===== src/rtl/cu_sleep_requester.sv =====
// Per-compute-unit end-of-kernel detector. Watches warp and pipeline activity,
// raises a one-cycle sleep request once the CU has been idle long enough, then
// holds off the controller (cu_delay_sleep_o) until the L1 flush has completed
// and all outstanding memory traffic has drained.
//
//   state   | meaning
//   --------+----------------------------------------------------------------
//   S_ARM   | after reset, waiting for the first kernel launch (any warp active)
//   S_RUN   | kernel running, counting consecutive idle cycles
//   S_FLUSH | sleep requested (first cycle), L1 flush requested, delay held
//   S_DRAIN | flush done, waiting for outstanding memory requests to reach 0
//   S_SLEEP | delay released, terminal until the CU is reset

module cu_sleep_requester #(
   parameter int unsigned NUM_WARPS       = 4,
   parameter int unsigned IDLE_CYCLES     = 4,
   parameter int unsigned MAX_OUTSTANDING = 15,
   localparam int unsigned CW             = $clog2(MAX_OUTSTANDING + 1)
) (
   input  logic                 clk_i,
   input  logic                 rst_ni,
   input  logic [NUM_WARPS-1:0] warp_active_i,
   input  logic                 busy_i,
   input  logic                 mem_req_fire_i,
   input  logic                 mem_rsp_fire_i,
   output logic                 flush_req_o,
   input  logic                 flush_done_i,
   output logic                 cu_sleep_req_o,
   output logic                 cu_delay_sleep_o,
   output logic [CW-1:0]        outstanding_o,
   output logic                 err_o
);

   localparam int unsigned IW = (IDLE_CYCLES > 1) ? $clog2(IDLE_CYCLES) : 1;
   localparam logic [IW-1:0] IDLE_LAST = IW'(IDLE_CYCLES - 1);
   localparam logic [CW-1:0] OUT_MAX   = CW'(MAX_OUTSTANDING);

   typedef enum logic [2:0] {
      S_ARM   = 3'd0,
      S_RUN   = 3'd1,
      S_FLUSH = 3'd2,
      S_DRAIN = 3'd3,
      S_SLEEP = 3'd4
   } state_t;

   state_t         state_q;
   logic [IW-1:0]  idle_cnt_q;
   logic [CW-1:0]  outstanding_q;
   logic           sleep_req_q;
   logic           flush_req_q;
   logic           delay_q;
   logic           err_q;

   logic any_warp;
   logic idle;
   logic req_only;
   logic rsp_only;
   logic late_state;
   logic err_set;

   assign any_warp   = |warp_active_i;
   assign idle       = !any_warp && !busy_i;
   assign req_only   = mem_req_fire_i && !mem_rsp_fire_i;
   assign rsp_only   = mem_rsp_fire_i && !mem_req_fire_i;
   assign late_state = (state_q == S_FLUSH) || (state_q == S_DRAIN) || (state_q == S_SLEEP);

   // Protocol violations only flag the error; they never steer the FSM.
   assign err_set = (late_state && (any_warp || mem_req_fire_i))
                 || (flush_done_i && (state_q != S_FLUSH))
                 || (rsp_only && (outstanding_q == '0))
                 || (req_only && (outstanding_q == OUT_MAX));

   // Sequencing FSM; outputs are registered alongside the state so they change
   // exactly on state entry (delay rises in the same cycle as the sleep pulse).
   always_ff @(posedge clk_i or negedge rst_ni) begin
      if (!rst_ni) begin
         state_q     <= S_ARM;
         idle_cnt_q  <= '0;
         sleep_req_q <= 1'b0;
         flush_req_q <= 1'b0;
         delay_q     <= 1'b0;
      end else begin
         sleep_req_q <= 1'b0;
         unique case (state_q)
            S_ARM: begin
               if (any_warp) begin
                  state_q <= S_RUN;
               end
            end
            S_RUN: begin
               if (!idle) begin
                  idle_cnt_q <= '0;
               end else if (idle_cnt_q == IDLE_LAST) begin
                  idle_cnt_q  <= '0;
                  state_q     <= S_FLUSH;
                  sleep_req_q <= 1'b1;
                  flush_req_q <= 1'b1;
                  delay_q     <= 1'b1;
               end else begin
                  idle_cnt_q <= idle_cnt_q + IW'(1);
               end
            end
            S_FLUSH: begin
               if (flush_done_i) begin
                  state_q     <= S_DRAIN;
                  flush_req_q <= 1'b0;
               end
            end
            S_DRAIN: begin
               if ((outstanding_q == '0) && !mem_req_fire_i && !mem_rsp_fire_i) begin
                  state_q <= S_SLEEP;
                  delay_q <= 1'b0;
               end
            end
            S_SLEEP: begin
               state_q <= S_SLEEP;
            end
            default: begin
               state_q     <= S_ARM;
               idle_cnt_q  <= '0;
               flush_req_q <= 1'b0;
               delay_q     <= 1'b0;
            end
         endcase
      end
   end

   // In-flight memory request counter; saturates at both ends instead of wrapping.
   always_ff @(posedge clk_i or negedge rst_ni) begin
      if (!rst_ni) begin
         outstanding_q <= '0;
      end else if (req_only && (outstanding_q != OUT_MAX)) begin
         outstanding_q <= outstanding_q + CW'(1);
      end else if (rsp_only && (outstanding_q != '0)) begin
         outstanding_q <= outstanding_q - CW'(1);
      end
   end

   // Sticky protocol error flag.
   always_ff @(posedge clk_i or negedge rst_ni) begin
      if (!rst_ni) begin
         err_q <= 1'b0;
      end else if (err_set) begin
         err_q <= 1'b1;
      end
   end

   assign cu_sleep_req_o   = sleep_req_q;
   assign flush_req_o      = flush_req_q;
   assign cu_delay_sleep_o = delay_q;
   assign outstanding_o    = outstanding_q;
   assign err_o            = err_q;

endmodule


===== config.mk =====
export PLATFORM = sky130hd
export DESIGN_NAME = cu_sleep_requester
export DESIGN_NICKNAME = d
export VERILOG_FILES = /design/src/rtl/cu_sleep_requester.sv
export SDC_FILE = /design/constraint.sdc
export NUM_CORES = 1
export LEC_CHECK = 0
export ABC_CLOCK_PERIOD_IN_PS = 5200
export CORE_MARGIN = 2
export CORE_UTILIZATION = 60
export CTS_CLUSTER_SIZE = 40
export DETAILED_ROUTE_END_ITERATION = 12
export DONT_BUFFER_PORTS = 1
export HOLD_SLACK_MARGIN = 0.05
export PLACE_DENSITY = 0.76
export SLEW_MARGIN = 20
export SYNTH_ARGS = -nofsm -noshare
export SYNTH_HDL_FRONTEND = slang
export SYNTH_SLANG_ARGS = --single-unit
export TNS_END_PERCENT = 30

===== constraint.sdc =====
create_clock -name clk_i -period 5.2 [get_ports clk_i]
set_input_delay 0.52 -clock clk_i [delete_from_list [all_inputs] [get_ports clk_i]]
set_output_delay 0.52 -clock clk_i [all_outputs]
set_load 0.05 [all_outputs]

# After elaboration in Yosys (flattened, before gate mapping)
# Cells that the tools add are included.
[classes]
n_reduce_logical = 32
eq_ne = 13
n_addsub = 3
muxes = 20
bitwise = 2
[ops]
columns = ["operator", "count"]
rows = [
  ["$mux W3", 5],
  ["$pmux W3 S5", 1],
  ["$logic_and A1 B1 Y1", 11],
  ["$mux W4", 2],
  ["$ne A2 B2 Y1 const B", 4],
  ["$reduce_and A4 Y1", 2],
  ["$reduce_or A4 Y1", 2],
  ["$mux W1", 7],
  ["$eq A3 B2 Y1 const B", 2],
  ["$logic_or A1 B1 Y1", 6],
  ["$pmux W1 S3", 2],
  ["$reduce_or A3 Y1", 2],
  ["$reduce_and A5 Y1", 1],
  ["$add A4 B1 Y4 const B", 1],
  ["$eq A4 B4 Y1 const B", 1],
  ["$logic_not A1 Y1", 4],
  ["$logic_not A4 Y1", 1],
  ["$mux W2", 2],
  ["$ne A4 B4 Y1 const B", 1],
  ["$pmux W2 S2", 1],
  ["$reduce_bool A4 Y1", 1],
  ["$sub A4 B1 Y4 const B", 1],
  ["$eq A3 B1 Y1 const B", 1],
  ["$eq A3 B3 Y1 const B", 1],
  ["other kinds (7)", 8],
]
[word_totals]
reg_bits = 13
word_cells = 77

# Longest topological paths before layout
# Gate-level depths: netlist of run 1.
[depth]
depth_word = 7
mapped_depth = 7
mapped_depth_nobuf = 7

# Worst setup path after synthesis of run 1
# No wires, ideal clock.
[synth_path]
path_kind = "reg-to-reg"
start = "reg outstanding_q[0], in the netlist outstanding_o[0]"
end = "reg outstanding_q[3], in the netlist outstanding_o[3]"
arrival_ns = 2.043
n_path_buf = 0
required_time_ns = 5.118
setup_slack_ns = 3.075
synth_period_minus_slack_ns = 2.125
stages_incl_launch_ff = 8
path_cell_list = "dfrtp_1 -> nand4_1 -> nand3b_1 -> ha_1 -> a21o_1 -> a21oi_1 -> mux2i_1 -> xor2_1"
[synth_via]
elab_chain_len = 3
[synth_lines]
columns = ["element", "line", "rtl"]
rows = [
  ["from (decl)", "48", "logic [CW-1:0] outstanding_q;"],
  ["from (signal assigned)", "133", "outstanding_q <= outstanding_q + CW'(1);"],
  ["from (signal assigned)", "135", "outstanding_q <= outstanding_q - CW'(1);"],
  ["$sub A4 B1 Y4, or another cell as far along", "135", ""],
  ["$mux W4, or another cell as far along", "134", "end else if (rsp_only && (outstanding_q != '0)) begin"],
  ["$mux W4 / $reduce_bool A2 Y1 (equally long branches)", "--", ""],
]
# Several ways; a longest one is shown, not always the timed one. The select of a mux whose other input is x is not followed.
# A chain may end at the register's enable or synchronous reset.

# Worst setup path after layout of run 1
# Same ends and word-level chain as after synthesis.

==> impl_summary.txt, run 1 <==
----------------------------------------------------
[Status]
  Outcome ... finished, final reports clean

[STA]
  RSZ-0062 raised after global routing ... no
  Number of setup violations in the final report ... 0
  Worst slew slack as a fraction of its limit ... 57.7%
  Setup skew after layout ... 0.00376 ns
  Final hold slack ... 0.312 ns
  Share of the cycle needed by the critical path after routing ... 45.6%
  Slew Limit Fails ... 0
  Least-Margin Pin Slew ... 0.634 ns
  Count of endpoints failing hold in the final timing report ... 0
  Crit path time final ... 2.37 ns
  Worst setup margin ... 2.83 ns
  Final setup TNS ... 0 ns
  Peak clock frequency supported by timing ... 421 MHz

[Floorplanning]
  Floorplan die area ... 0.00161 mm²
  Number of rows created at floorplan ... 13
  Core area ... 0.00125 mm²
  Chip Width ... 40.1 µm
  Number of placed I/O pins ... 18
  Vertical die dimension ... 40.1 µm
  Initial core utilization ... 62.4%

[Cells and area]
  Layout filler cell count ... 98
  Area of combinational cells with multiple inputs ... 437 µm²
  Number of diodes ... 0
  Number of nets at the end of the flow ... 93
  Sequential cell area ... 325 µm²
  Final core utilization ... 65.8%
  Final non-filler cell total ... 93
  Fraction of layout instances using a drive strength above 1 ... 15.4%
  Growth of design area from synthesis to finish ... 5.44%

[Critical path]
  Maximum fanout count along the critical path ... 6
  Largest incremental delay on the critical path ... 0.75 ns
  Required @ worst endpoint ... 5.38 ns
  Number of buffer and inverter instances along the worst setup path ... 0
  Cell Chain, Critical Path ... nand4_1, nand3b_1, ha_1, a21o_1, a21oi_1, mux2i_1, xor2_1
  Worst path slowest cell ... dfrtp_1
  Setup CP Type ... reg -> reg
  Startpoint kind of the worst setup timing path ... register
  Arrival time of the worst setup path ... 2.56 ns
  Critical path's top delay family ... flip-flops
  Setup crit end kind ... register

[Placed design]
  Worst slack after detailed placement ... 2.83 ns
  Post-detailed-placement half-perimeter wirelength ... 1090 µm
  Last weighted congestion value of the routability-driven placer ... 0.777
  Count of input and output buffers ... 0
  Cells after DPL ... 88

[Synth]
  Synth top area cells ... dfrtp_1, ha_1, o21ai_0
  Share of async-settable or async-resettable flops after synthesis ... 100%
  Syn Std Cell Area ... 782 µm²
  Most area-hungry cell type in the Yosys netlist ... dfrtp_1
  Top_reg_cell synth ... dfrtp_1
  Number of different library cells in the post-synthesis netlist ... 34
  Post-synth top area share ... 41.6%
  Most frequently used cell type in the post-synthesis netlist ... dfrtp_1
  Top post-synthesis cells by count ... dfrtp_1, o21ai_0, nor2_1
  Syn_nets ... 90
  Number of warnings printed during yosys synthesis ... 0
  Count of state elements after synthesis ... 13
  Sequential cell area fraction in the yosys report ... 41.6%
  Number of enable-type register cells in the synthesized netlist ... 0
  Avg Inst Size Synth ... 10.3 µm²
  Number of standard cells after synthesis ... 76

[Route]
  Vias ... 571
  Remaining number of nets flagged by the antenna check after routing ... 0
  Starting DRC count in detailed routing ... 6
  First-pass DRT Iterations ... 4
  Via-per-instance ratio ... 6.14
  Average wire per cell in the routed design ... 15.6 µm
  DRC Markers ... 0
  Aggregate routed wire length ... 1450 µm

[Clock network]
  Post-CTS sizing ... 0
  Clk sink count ... 13
  Worst skew pair latency ... 0.28 ns
  Longest Clk Path Bufs ... 2
  Clock H-tree levels ... 1
  Clock root buffer ... clkbuf_4
  Clock transition at the register clock pins on the worst setup and hold paths after CTS ... 0.08 ns
  CTS tree ... done
  Total CTS buffers ... 3

[Worst hold path]
  Worst min-delay path class ... in -> reg

[Global routing]
  Maximum number of pins on one net before global-route repair ... 15
  Vias in the first global route ... 535
  Antenna violations before repair ... 0
  Overall Global Routing Usage ... 23.1%
  Total congestion overflow ... 0
  Wire length of the first global-routing pass ... 2350 µm

[Pwr]
  Largest vdd supply drop ... 0.264 mV
  Power density normalized to cell area ... 437 mW/mm²
  Reported leakage power ... 0.000357 µW

[Run]
  Max-capacitance violation count ... 0

----------------------------------------------------
-- placed cells by master (no fill, tap or decap), types with 2 or more instances in the layout --
cell,n
dfrtp_1,13
o21ai_0,6
nor2_1,5
nand3b_1,4
nand2_1,4
a21oi_1,4
xor2_1,3
ha_1,3
clkbuf_4,3
nand4_1,2
nor4_1,2
nor2b_1,2
or3b_2,2
mux2_2,2
inv_1,2
mux2i_1,2
-- metal layers --
layer	track usage [%]	part of all wire, %	vias up
met4	10.3	1.9	0
li1	-	-	284
met3	6.67	4.6	4
met5	0	0	-
met1	28.0	45	271
met2	37.5	48	12
-- flip-flops by register name (all words and copies together) (netlist names) --
name,cells
cu_delay_sleep_o,1
cu_sleep_req_o,1
err_o,1
flush_req_o,1
idle_cnt_q,2
outstanding_o,4
state_q,3
-- stage by stage --
stage | instance area, µm² | power, µW
finish | 825 | 360
global route | 825 | 386
CTS | 825 | 364
detailed placement | 788 | 299
global placement | 788 | 291
floorplan | 782 | 278
-- path summary, 6_finish.rpt --
path | startpoint | end | slack (ns) | depth (start not counted)
max | outstanding_o[0] | outstanding_o[3] | 2.83 | 7
min in group asynchronous | rst_ni | outstanding_o[1] | 0.68 | 1
max reg2reg | outstanding_o[0] | outstanding_o[3] | 2.83 | 7
max in group asynchronous | rst_ni | cu_delay_sleep_o | 4.14 | 1
min reg2reg | idle_cnt_q[1] | idle_cnt_q[1] | 0.53 | 2
min | busy_i | cu_sleep_req_o | 0.31 | 1
-- cells by family after synthesis --
logic type / after synthesis / share of synthesized area [%]
simple gates: 28 / 23.4
compound gates: 19 / 16.3
flops: 13 / 41.6
buf+inv: 5 / 2.56
mux: 4 / 5.44
fa+ha+maj: 4 / 7.36
xor+xnor: 3 / 3.36
-- what timing repair did --
action                    4_1_cts  5_1_grt
hold buffers                    1        0
hold endpoints to repair       13        0
buffers inserted                0        0
-- worst register-to-register path, cell delays in order (launching register included) --
cell and delay (ns):
dfrtp_1 0.75, nand4_1 0.21, nand3b_1 0.27, ha_1 0.27, a21o_1 0.17, a21oi_1 0.17
mux2i_1 0.23, xor2_1 0.21
-- power by group --
group	internal [µW]	switching, µW
Combinational	46.4	38.0
Sequential	119	94.5
Clock	29.8	32.6
Total	195	165
-- cell type report --
type                       count  area share [%]
multi-input combinational     58            53.0
sequential                    13            39.5
clock buffer                   4            3.19
tap                           15            2.28
timing repair buffer           1            1.21
inverter                       2           0.910
Note: power is estimated with default switching activity, not from simulation.
==> run 2: changes to the inputs <==
--- a/config.mk
+++ b/config.mk
@@ -5,14 +5,14 @@
 export SDC_FILE = /design/constraint.sdc
 export NUM_CORES = 1
 export LEC_CHECK = 0
-export ABC_CLOCK_PERIOD_IN_PS = 5200
+export ABC_CLOCK_PERIOD_IN_PS = 2300
 export CORE_MARGIN = 2
-export CORE_UTILIZATION = 60
+export CORE_UTILIZATION = 59
 export CTS_CLUSTER_SIZE = 40
 export DETAILED_ROUTE_END_ITERATION = 12
 export DONT_BUFFER_PORTS = 1
 export HOLD_SLACK_MARGIN = 0.05
-export PLACE_DENSITY = 0.76
+export PLACE_DENSITY = 0.75
 export SLEW_MARGIN = 20
 export SYNTH_ARGS = -nofsm -noshare
 export SYNTH_HDL_FRONTEND = slang
==> constraint.sdc (replaced) <==
create_clock -name clk_i -period 2.3 [get_ports clk_i]
set_input_delay 0.23 -clock clk_i [delete_from_list [all_inputs] [get_ports clk_i]]
set_output_delay 0.23 -clock clk_i [all_outputs]
set_load 0.05 [all_outputs]
==> run 2 against run 1 <==
  * Non-clock buffer count grew 5
  * Clock-buffer cell count is the same
  * Power grew 140%
  * Fmax grew 24%
  * First-iteration DRC count grew to 3.7 times the previous value
  * Hold slack lost 0.18 ns
  * Worst setup slack lost 2.4 ns
  * Core utilization grew 2.3 points
  * Routed wire length grew 1.5%
  * Critical path type unchanged
  * Critical endpoint unchanged
  * Largest cell class unchanged
  * Highest routed layer unchanged
==> impl_summary.txt, run 2 (same netlist as run 1, synthesis figures left out) <==
----------------------------------------------------
[STA]
  Setup skew after layout ... 0.00499 ns
  Crit path time final ... 1.91 ns
  Worst slew slack as a fraction of its limit ... 62.2%
  Worst setup margin ... 0.391 ns
  Share of the cycle needed by the critical path after routing ... 83.0%
  Slew Limit Fails ... 0
  Final setup TNS ... 0 ns
  Number of setup violations in the final report ... 0
  Peak clock frequency supported by timing ... 524 MHz
  Count of endpoints failing hold in the final timing report ... 0
  Least-Margin Pin Slew ... 0.565 ns
  RSZ-0062 raised after global routing ... no

[Route]
  Vias ... 607
  Remaining number of nets flagged by the antenna check after routing ... 0
  DRC Markers ... 0
  Via-per-instance ratio ... 6.19
  Aggregate routed wire length ... 1470 µm
  Average wire per cell in the routed design ... 15.0 µm
  First-pass DRT Iterations ... 4
  Starting DRC count in detailed routing ... 22

[Global routing]
  Antenna violations before repair ... 0
  Overall Global Routing Usage ... 22.0%
  Wire length of the first global-routing pass ... 2310 µm
  Total congestion overflow ... 0
  Vias in the first global route ... 497
  Maximum number of pins on one net before global-route repair ... 15

[Critical path]
  Setup CP Type ... reg -> reg
  Required @ worst endpoint ... 2.50 ns
  Startpoint kind of the worst setup timing path ... register
  Arrival time of the worst setup path ... 2.11 ns
  Setup crit end kind ... register
  Maximum fanout count along the critical path ... 5

[Placed design]
  Count of input and output buffers ... 0
  Worst slack after detailed placement ... 0.400 ns
  Post-detailed-placement half-perimeter wirelength ... 1100 µm
  Last weighted congestion value of the routability-driven placer ... 0.802

[Clock network]
  Longest Clk Path Bufs ... 2
  Clock root buffer ... clkbuf_4
  CTS tree ... done
  Post-CTS sizing ... 0
  Total CTS buffers ... 3
  Clock transition at the register clock pins on the worst setup and hold paths after CTS ... 0.08 ns
  Clock H-tree levels ... 1
  Clk sink count ... 13
  Worst skew pair latency ... 0.27 ns

[Cells and area]
  Area of combinational cells with multiple inputs ... 437 µm²
  Growth of design area from synthesis to finish ... 10.6%
  Number of diodes ... 0
  Fraction of layout instances using a drive strength above 1 ... 19.3%
  Commonest cells after routing, fill and taps aside ... dfrtp_1, o21ai_0, nor2_1
  Largest register FFs ... 4
  Layout filler cell count ... 97
  Sequential cell area ... 325 µm²
  Most common cell after layout, fill and taps aside ... dfrtp_1
  Number of nets at the end of the flow ... 98

[Status]
  Outcome ... finished, final reports clean

[Pwr]
  Switch share ... 43.6%
  Clock group share of total power ... 15.8%
  Power density normalized to cell area ... 1000 mW/mm²
  Switching power ... 379 µW
  Part of the power in combinational logic ... 47.9%
  Cell Int Power ... 490 µW
  Sequential Power Share ... 36.2%
  Reported leakage power ... 0.000380 µW
  Largest vdd supply drop ... 0.931 mV

[Floorplanning]
  Core area ... 0.00127 mm²
  Floorplan die area ... 0.00163 mm²
  Initial core utilization ... 61.6%
  Number of placed I/O pins ... 18
  Number of rows created at floorplan ... 13
  Vertical die dimension ... 40.4 µm
  Chip Width ... 40.4 µm

[Worst hold path]
  Worst min-delay path class ... in -> reg

[Run]
  Max-capacitance violation count ... 0

----------------------------------------------------
-- run 2: cell types whose count changed in the layout (fill, tap and decap cells not counted) --
cell           before  now
buf_4               0    4
dlygate4sd3_1       1    2
-- run 2: routing by layer --
metal,track usage (%),share of wire (%)
met1,36.1,49
met2,26.6,43
met3,7.22,7.1
met4,5.00,0.88
met5,0,0
-- run 2: metrics by stage --
| step | hold slack (ns) | utilization (%) | power, µW | area, µm² | std cells |
|---|---|---|---|---|---|
| 6_report | 0.135 | 68.1 | 869 | 865 | 98 |
| 5_1_grt | 0.141 | 68.1 | 934 | 865 | 98 |
| 4_1_cts | 0.132 | 68.1 | 876 | 865 | 98 |
| 3_5_place_dp | -0.0652 | 64.5 | 729 | 818 | 92 |
| 3_3_place_gp | -0.0653 | 64.5 | 725 | 818 | 92 |
| 2_1_floorplan | -0.0656 | - | 629 | 782 | 76 |
-- run 2: final timing paths --
kind                                   from                to  slack [ns]  cells after the start
max                        outstanding_o[1]  outstanding_o[3]        0.39                      7
min                                  busy_i     idle_cnt_q[0]        0.13                      3
max reg2reg                outstanding_o[1]  outstanding_o[3]        0.39                      7
min reg2reg                   idle_cnt_q[1]     idle_cnt_q[1]        0.53                      2
max in group asynchronous            rst_ni  cu_delay_sleep_o        1.54                      1
min in group asynchronous            rst_ni       flush_req_o        0.38                      1
-- run 2: area by class of cell --
cell class / count / area share [%]
sequential: 13 / 37.6
inverter: 2 / 0.868
timing repair buffer: 6 / 5.79
multi-input combinational: 58 / 50.5
clock buffer: 4 / 3.04
tap: 15 / 2.17
-- run 2: worst max-delay path: stages (launching register included) --
cell and delay (ns):
dfrtp_1 0.40, nand4_1 0.11, nand3b_1 0.21, ha_1 0.33, a21o_1 0.17, a21oi_1 0.17
mux2i_1 0.27, xor2_1 0.17
-- run 2: repair_timing --
| action | 4_1_cts | 5_1_grt |
|---|---|---|
| hold buffers | 2 | 0 |
| hold endpoints to repair | 14 | 0 |
| buffers inserted | 0 | 0 |
-- run 2: power by group through the flow --
stage	logic (µW)	registers, µW	clock network (µW)
5_1_grt	461	319	154
3_5_place_dp	412	318	0
3_3_place_gp	407	318	0
6_report	417	315	138
4_1_cts	420	314	143
2_1_floorplan	161	468	0
==> run 3: changes to the inputs <==
--- a/config.mk
+++ b/config.mk
@@ -5,14 +5,14 @@
 export SDC_FILE = /design/constraint.sdc
 export NUM_CORES = 1
 export LEC_CHECK = 0
-export ABC_CLOCK_PERIOD_IN_PS = 2300
+export ABC_CLOCK_PERIOD_IN_PS = 1550
 export CORE_MARGIN = 2
-export CORE_UTILIZATION = 59
+export CORE_UTILIZATION = 53
 export CTS_CLUSTER_SIZE = 40
 export DETAILED_ROUTE_END_ITERATION = 12
 export DONT_BUFFER_PORTS = 1
 export HOLD_SLACK_MARGIN = 0.05
-export PLACE_DENSITY = 0.75
+export PLACE_DENSITY = 0.71
 export SLEW_MARGIN = 20
 export SYNTH_ARGS = -nofsm -noshare
 export SYNTH_HDL_FRONTEND = slang
==> constraint.sdc (replaced) <==
create_clock -name clk_i -period 1.55 [get_ports clk_i]
set_input_delay 0.155 -clock clk_i [delete_from_list [all_inputs] [get_ports clk_i]]
set_output_delay 0.155 -clock clk_i [all_outputs]
set_load 0.05 [all_outputs]
==> run 3 against run 2 <==
  * The run now ends with setup timing left
  * Via count grew 9.2%
  * Non-clock buffer count rose by 14
  * Clock skew fell by 0.0028 ns
  * First-iteration DRC count decreased by 32%
  * Register-to-register slack got worse by 0.55 ns
  * Final area rose by 16%
  * Fmax grew 11%
  * Critical path type unchanged
  * Largest cell class unchanged
==> impl_summary.txt, run 3 (same netlist as run 1, synthesis figures left out) <==
----------------------------------------------------
[STA]
  Number of setup violations in the final report ... 3
  Slew Limit Fails ... 0
  Setup skew after layout ... 0.00222 ns
  Final hold slack ... 0.0580 ns
  Crit path time final ... 1.71 ns
  Peak clock frequency supported by timing ... 584 MHz
  Least-Margin Pin Slew ... 0.570 ns
  Share of the cycle needed by the critical path after routing ... 111%
  Worst setup margin ... -0.164 ns
  RSZ-0062 raised after global routing ... yes
  Final setup TNS ... -0.379 ns
  Worst slew slack as a fraction of its limit ... 61.9%
  Count of endpoints failing hold in the final timing report ... 0

[Critical path]
  Required @ worst endpoint ... 1.74 ns
  Arrival time of the worst setup path ... 1.91 ns
  Maximum fanout count along the critical path ... 2
  Setup CP Type ... reg -> reg
  Setup crit end kind ... register
  Startpoint kind of the worst setup timing path ... register

[Status]
  Outcome ... complete, but fails checks
  Violations in the final reports ... setup timing

[Cells and area]
  Most common cell after layout, fill and taps aside ... buf_4
  Sequential cell area ... 330 µm²
  Design area ... 0.00101 mm²
  Layout filler cell count ... 91
  Commonest cells after routing, fill and taps aside ... buf_4, dfrtp_1, o21ai_0
  Largest register FFs ... 4
  Number of nets at the end of the flow ... 112
  Fraction of layout instances using a drive strength above 1 ... 40.2%
  Area of combinational cells with multiple inputs ... 465 µm²
  Growth of design area from synthesis to finish ... 28.6%
  Number of diodes ... 0

[Route]
  Via-per-instance ratio ... 5.92
  Vias ... 663
  Starting DRC count in detailed routing ... 15
  DRC Markers ... 0
  Average wire per cell in the routed design ... 15.9 µm
  Remaining number of nets flagged by the antenna check after routing ... 0
  First-pass DRT Iterations ... 4
  Aggregate routed wire length ... 1790 µm

[Clock network]
  Worst skew pair latency ... 0.27 ns
  Post-CTS Setup Inserts ... 0
  Longest Clk Path Bufs ... 2
  Clock root buffer ... clkbuf_4
  Clock transition at the register clock pins on the worst setup and hold paths after CTS ... 0.08 ns
  Clk sink count ... 13
  Clock H-tree levels ... 1
  CTS tree ... done
  Total CTS buffers ... 3

[Global routing]
  Overall Global Routing Usage ... 22.5%
  Antenna violations before repair ... 0
  Vias in the first global route ... 657
  Maximum number of pins on one net before global-route repair ... 15
  Total congestion overflow ... 0
  Wire length of the first global-routing pass ... 3020 µm

[Run]
  Max-capacitance violation count ... 0

[Floorplanning]
  Number of placed I/O pins ... 18
  Floorplan die area ... 0.00180 mm²
  Initial core utilization ... 58.6%
  Vertical die dimension ... 42.4 µm
  Core area ... 0.00133 mm²
  Number of rows created at floorplan ... 13
  Chip Width ... 42.4 µm

[Placed design]
  Last weighted congestion value of the routability-driven placer ... 0.885
  Cell area after placement ... 925 µm²
  Count of input and output buffers ... 0
  Worst slack after detailed placement ... -0.180 ns
  Post-detailed-placement half-perimeter wirelength ... 1300 µm

[Pwr]
  Power density normalized to cell area ... 1530 mW/mm²
  Reported leakage power ... 0.000450 µW
  Largest vdd supply drop ... 1.38 mV

[Worst hold path]
  Worst min-delay path class ... in -> reg

----------------------------------------------------
[run 3: worst max-delay path, stage by stage (launching register included)]
cell      delay, ns
dfrtp_2        0.41
nand4_1        0.12
nand3b_1       0.12
ha_1           0.31
a21o_1         0.18
a21oi_2        0.13
mux2i_1        0.22
xor2_1         0.15
[run 3: cell type report]
cell class	instances	share of cell area (%)
Clock buffer	4	2.61
Inverter	2	0.746
Multi-Input combinational cell	58	46.3
Sequential cell	13	32.8
Tap cell	15	1.87
Timing Repair Buffer	20	15.7
[run 3: worst paths after layout]
kind	from	endpoint	slack, ns	depth (start not counted)
min in group asynchronous	rst_ni	cu_sleep_req_o	0.31	1
worst max register to register	outstanding_o[2]	outstanding_o[3]	-0.16	7
worst min-delay path	mem_req_fire_i	err_o	0.06	2
worst max-delay path	outstanding_o[2]	outstanding_o[3]	-0.16	7
max in group asynchronous	rst_ni	outstanding_o[2]	0.83	1
worst min register to register	err_o	err_o	0.51	2
[run 3: stage by stage]
step / total power (µW) / utilization, % / instances
floorplan: 961 / - / 76
global placement: 1240 / 69.3 / 105
detailed placement: 1260 / 69.3 / 105
CTS: 1520 / 74.9 / 112
global route: 1620 / 75.4 / 112
finish: 1540 / 75.4 / 112
[run 3: repair_timing]
item | CTS | global route
pin swaps | 1 | 2
hold buffers | 3 | 0
endpoints found under the hold margin | 15 | 0
resized for setup | 3 | 2
endpoints found under the setup margin | 7 | 8
gates cloned | 0 | 0
[run 3: routing by layer]
| metal | part of all wire [%] | track usage, % |
|---|---|---|
| met1 | 48 | 32.3 |
| met2 | 48 | 34.5 |
| met3 | 2.7 | 3.02 |
| met4 | 1.2 | 7.50 |
| met5 | 0 | 0 |
[run 3: power breakdown]
part           internal, µW  switching, µW
registers               414           49.1
clock network          99.5            104
logic                   366            505
total                   879            658
